## src/rtl/stream_insert_header.sv

```systemverilog
// stream_insert_header
//   Prepends a per-packet header of 0..DATA_BYTE_WD-1 bytes to a byte stream
//   carried as data/keep/last beats with valid/ready handshakes. Every payload
//   beat is realigned behind the header bytes. If the shifted last beat does
//   not fit, one extra tail beat is emitted. The output is fully registered.
//
// Ports
//   clk, rst_n                          clock, async active-low reset
//   valid_in/data_in/keep_in/last_in    payload beat in (byte lane MSB first)
//   ready_in                            payload accept
//   valid_insert/data_insert            header (valid bytes in low N lanes)
//   byte_insert_cnt                     header byte count N (0 = pass-through)
//   ready_insert                        header accept
//   valid_out/data_out/keep_out/last_out  output beat (keep high-aligned)
//   ready_out                           downstream ready
module stream_insert_header #(
  parameter int DATA_WD      = 32,
  parameter int DATA_BYTE_WD = DATA_WD / 8,
  parameter int BYTE_CNT_WD  = $clog2(DATA_BYTE_WD)
) (
  input  logic                    clk,
  input  logic                    rst_n,
  input  logic                    valid_in,
  input  logic [DATA_WD-1:0]      data_in,
  input  logic [DATA_BYTE_WD-1:0] keep_in,
  input  logic                    last_in,
  output logic                    ready_in,
  input  logic                    valid_insert,
  input  logic [DATA_WD-1:0]      data_insert,
  input  logic [BYTE_CNT_WD-1:0]  byte_insert_cnt,
  output logic                    ready_insert,
  output logic                    valid_out,
  output logic [DATA_WD-1:0]      data_out,
  output logic [DATA_BYTE_WD-1:0] keep_out,
  output logic                    last_out,
  input  logic                    ready_out
);

  typedef enum logic [1:0] {IDLE, PASS, TAIL} state_e;

  state_e                  state_q, state_d;
  logic [BYTE_CNT_WD-1:0]  n_q, n_d;
  // Residual holds the whole previous word; only its low N bytes are ever used.
  logic [DATA_WD-1:0]      res_q, res_d;
  logic [DATA_BYTE_WD-1:0] tkeep_q, tkeep_d;
  logic                    valid_q, valid_d;
  logic [DATA_WD-1:0]      data_q, data_d;
  logic [DATA_BYTE_WD-1:0] keep_q, keep_d;
  logic                    last_q, last_d;

  logic                    out_free, in_fire, hdr_fire;
  logic [BYTE_CNT_WD+2:0]  sh;
  logic [DATA_WD-1:0]      cat_data, tail_data;
  logic [DATA_BYTE_WD-1:0] cat_keep, spill_keep;

  assign out_free     = !valid_q || ready_out;
  assign ready_insert = (state_q == IDLE);
  assign ready_in     = (state_q == PASS) && out_free;
  assign in_fire      = valid_in && ready_in;
  assign hdr_fire     = valid_insert && ready_insert;

  // Byte shift by N: the residual bytes slide in on top, the word moves down.
  assign sh        = {n_q, 3'b000};
  assign cat_data  = DATA_WD'({res_q, data_in} >> sh);
  assign cat_keep  = DATA_BYTE_WD'({{DATA_BYTE_WD{1'b1}}, keep_in} >> n_q);
  assign tail_data = DATA_WD'({res_q, {DATA_WD{1'b0}}} >> sh);
  // Keep bits pushed out of the bottom of the beat; nonzero means a tail beat
  // is needed, and the value itself is the tail keep (high-aligned).
  assign spill_keep = DATA_BYTE_WD'({keep_in, {DATA_BYTE_WD{1'b0}}} >> n_q);

  always_comb begin
    state_d = state_q;
    n_d     = n_q;
    res_d   = res_q;
    tkeep_d = tkeep_q;
    valid_d = valid_q && !ready_out;
    data_d  = data_q;
    keep_d  = keep_q;
    last_d  = last_q;
    unique case (state_q)
      IDLE: begin
        if (hdr_fire) begin
          n_d     = byte_insert_cnt;
          res_d   = data_insert;
          state_d = PASS;
        end
      end
      PASS: begin
        if (in_fire) begin
          valid_d = 1'b1;
          data_d  = cat_data;
          keep_d  = cat_keep;
          last_d  = 1'b0;
          res_d   = data_in;
          if (last_in) begin
            if (|spill_keep) begin
              tkeep_d = spill_keep;
              state_d = TAIL;
            end else begin
              last_d  = 1'b1;
              state_d = IDLE;
            end
          end
        end
      end
      TAIL: begin
        if (out_free) begin
          valid_d = 1'b1;
          data_d  = tail_data;
          keep_d  = tkeep_q;
          last_d  = 1'b1;
          state_d = IDLE;
        end
      end
      default: state_d = IDLE;
    endcase
  end

  always_ff @(posedge clk or negedge rst_n) begin
    if (!rst_n) begin
      state_q <= IDLE;
      n_q     <= '0;
      res_q   <= '0;
      tkeep_q <= '0;
      valid_q <= 1'b0;
      data_q  <= '0;
      keep_q  <= '0;
      last_q  <= 1'b0;
    end else begin
      state_q <= state_d;
      n_q     <= n_d;
      res_q   <= res_d;
      tkeep_q <= tkeep_d;
      valid_q <= valid_d;
      data_q  <= data_d;
      keep_q  <= keep_d;
      last_q  <= last_d;
    end
  end

  assign valid_out = valid_q;
  assign data_out  = data_q;
  assign keep_out  = keep_q;
  assign last_out  = last_q;

endmodule

```

## config.mk

```make
export PLATFORM = sky130hd
export DESIGN_NAME = stream_insert_header
export DESIGN_NICKNAME = d
export VERILOG_FILES = /design/src/rtl/stream_insert_header.sv
export SDC_FILE = /design/constraint.sdc
export NUM_CORES = 1
export LEC_CHECK = 0
export CAP_MARGIN = 40
export CORE_MARGIN = 8
export CORE_UTILIZATION = 44
export CTS_BUF_LIST = sky130_fd_sc_hd__clkbuf_4 sky130_fd_sc_hd__clkbuf_8 sky130_fd_sc_hd__clkbuf_16
export DETAILED_ROUTE_END_ITERATION = 6
export GPL_ROUTABILITY_DRIVEN = 0
export PLACE_DENSITY = 0.8
export SLEW_MARGIN = 20
export SYNTH_ARGS = -nofsm -noshare
export SYNTH_HDL_FRONTEND = slang
export SYNTH_SLANG_ARGS = --single-unit
```

## constraint.sdc

```tcl
create_clock -name clk -period 1.97 [get_ports clk]
set_input_delay 0.394 -clock clk [delete_from_list [all_inputs] [get_ports clk]]
set_output_delay 0.394 -clock clk [all_outputs]
set_load 0.1 [all_outputs]
```

==> impl_results.md <==
* Clock Pin Slew Worst Setup and Hold Paths at roughly 0.08 ns
* Root Driver: clkbuf_8
* Slew headroom at 65.97%
* Antenna-violating nets left at 0
* Fin Clk Skew at 0.01020 ns
* Worst setup EP type: output port
* Post-synthesis sequential area ratio at between 40% and 50%
* Peak Freq at between 500 and 600 MHz
* Total number of vias at between 3000 and 4000
* Synth area leaders: dfrtp_1 41%, mux2_2 17%, mux2i_1 10%
* Slowest stage delay, CP at roughly 0.42 ns
* Initial antenna violation count at 0
* Top delay family on crit path: buffers and inverters
* Worst-path cell chain: clkdlybuf4s50_1, nand2b_2, buf_4, and2_4, buf_12
* # placed instances at between 500 and 600
* Starting density of the core at between 40% and 50%
* Max Root-Sink Buffers at 2
* Final net count at 548
* Area leader, netlist: dfrtp_1
* Type of the worst setup path: in2out
* Core area at between 9000 and 10000 um2
* Row cnt at 35
* DRC Markers at 0
* CTS tree: done
* Status: complete, no violations
* Filler cells at about 740
* Count of input and output buffers at ~110
* Reg area at around 1700 um2
* H-tree depth at 3
* # diodes at 0
* Hold Path Class: in2async
* Gr usage total at a little under a fifth
* Synth Instances at ~350
* CP Depth at 5
* Grt ovf at 0
* Min Clock Period, post-route at ~1.9 ns
* Worst slew pin tran at just over 0.5 ns
* Area grow syn2layout at 35.81%
* Area post-placement at around 5400 um2
* Syn Std Cell Area at ~4200 um2
* Most frequent cell after synthesis: dfrtp_1
* Non-Filler Instances at between 600 and 700
* Endpoints failing setup at 0
* Cell variety after synth at 40
* RSZ-0062 raised after global routing: false
* CP Max Fanout at 4
* Path depth of the worst reg2reg path at 8
* Total wire length at between 10000 and 15000 um
* Buf+Inv Stages, Crit Path at 3
* Maxcap violations at 0
* Final Max Tran Viols at 0
* WP data arrival at 1.54 ns
* Die area at roughly 13000 um2
* Clock Latency Late Sink at approximately 0.35 ns
* Iteration-0 DRC count of the detailed router at 150
* Top cell type's share of synthesized area at just over 40%
* Dpl hpwl at around 8500 um
* Fin crit share at a little over nine tenths
* Syn nets at 425
* Drt via density at ~5.4
* Clock net sink count at 69
* Final Hold Vio Count at 0
* Critical path required time at roughly 1.6 ns
* Io pins at between 100 and 150
* Die width at approximately 110 um
* Synth cell count leaders: 69 x dfrtp_1, 62 x mux2_2, 43 x mux2i_1, 23 x nand2_1, 21 x mux2_4
* First-pass GRT wire length at ~18000 um
* Vias in the first global route at 3541
* Design Area, Final at approximately 5700 um2
* Ys async rst share at 100.0%
* Largest net degree at the start of global routing at 32
* Total CTS buffers at 9
* Dominant synthesized flop cell: dfrtp_1
* Area of the multi-input gates at between 2000 and 2500 um2
* TritonRoute pass-1 iters at 4
* Fraction of layout cells with a size suffix above 1 at 40.93%
* Drt wl/cell at about 19 um
* Die Height at 113.7 um
* Slowest-stage cell, CP: clkdlybuf4s50_1
* Register bit total from synthesis at 69
* Post-synth EDFFs at 0
* Mean post-synth cell area at about 12 um2
* Startpoint types: input pin
* Yosys warns at 0
==> per-stage QoR <==
stage	hold slack [ns]	utilization (%)	setup TNS (ns)	worst slack [ns]
final	0.003786	61.77	0	0.03526
after floorplan	0.09841	-	-1.400	-0.07001
after global placement	0.3833	58.84	-2.876	-0.1080
after global routing	0.03378	61.77	0	0.004327
after detailed placement	0.4008	58.92	-3.334	-0.1319
after CTS	0.01114	61.53	0	0.007086
==> worst reg2reg max path, cell delays in order (launching register included) <==
cell and delay (ns):
dfrtp_1 0.38, inv_1 0.08, ha_1 0.24, buf_4 0.15
and3b_4 0.19, o2bb2ai_4 0.19, nand2_8 0.08, buf_12 0.16
mux2_4 0.31
==> flip-flops by register name, summed over array words and instances (netlist names) <==
register	cells
data_out	32
res_q	24
last_out	1
tkeep_q	3
keep_out	4
n_q	2
valid_out	1
state_q	2
==> layer usage <==
metal / global-route usage, % / vias up / wire length (um)
met2: 30.30 / 102 / 5593
met1: 21.46 / 1635 / 4937
met4: 8.082 / 0 / 163
met3: 4.649 / 10 / 639
met5: 0 / - / 0
li1: - / 1532 / -
==> worst paths after layout <==
path / startpoint / to / slack [ns]
worst max-delay path: ready_out / ready_in / 0.04
worst min-delay path: rst_n / n_q[0] / 0.004
worst max register to register: state_q[0] / data_out[5] / 0.07
worst min register to register: data_out[22] / data_out[22] / 0.50
max in group asynchronous: rst_n / res_q[1] / 1.36
min in group clk: data_out[22] / data_out[22] / 0.50
==> cell type report <==
type / count / area share, %
multi-input combinational: 244 / 40.27
sequential: 69 / 30.32
timing repair buffer: 139 / 22.45
tap: 129 / 2.828
clock buffer: 9 / 2.170
clock inverter: 7 / 1.578
inverter: 6 / 0.3946
==> repair_timing <==
item / 4_1_cts / 5_1_grt
hold buffers: 0 / 0
resized for setup: 6 / 2
pin swaps: 1 / 0
endpoints found under the setup margin: 1 / 40
setup buffers: 0 / 3
==> kinds of logic (layout without fill, tap and decap cells) <==
kind of cell,Yosys count,count (layout),synth area share (%)
DFF,69,69,41.08
buffers and inverters,33,161,4.704
AOI/OAI and AO/OA,67,67,13.46
and+or+nand+nor,48,48,5.508
muxes,126,126,34.36
adders and majority gates,3,3,0.8932
==> layout by cell type (no fill, tap or decap), types with 5 or more instances in the layout <==
cell type / n
dfrtp_1: 66
clkdlybuf4s50_1: 66
buf_4: 66
mux2_2: 62
mux2i_1: 43
nand2_1: 23
mux2_4: 21
o2bb2ai_1: 16
nor2_1: 12
o21a_1: 9
clkbuf_8: 9
a22o_1: 8
o2111ai_1: 8
a21bo_2: 8
buf_12: 6
inv_1: 5
o21ai_0: 5
Power is not shown: default switching activity piles up to over one toggle a cycle in this logic, so the estimate is an artifact.
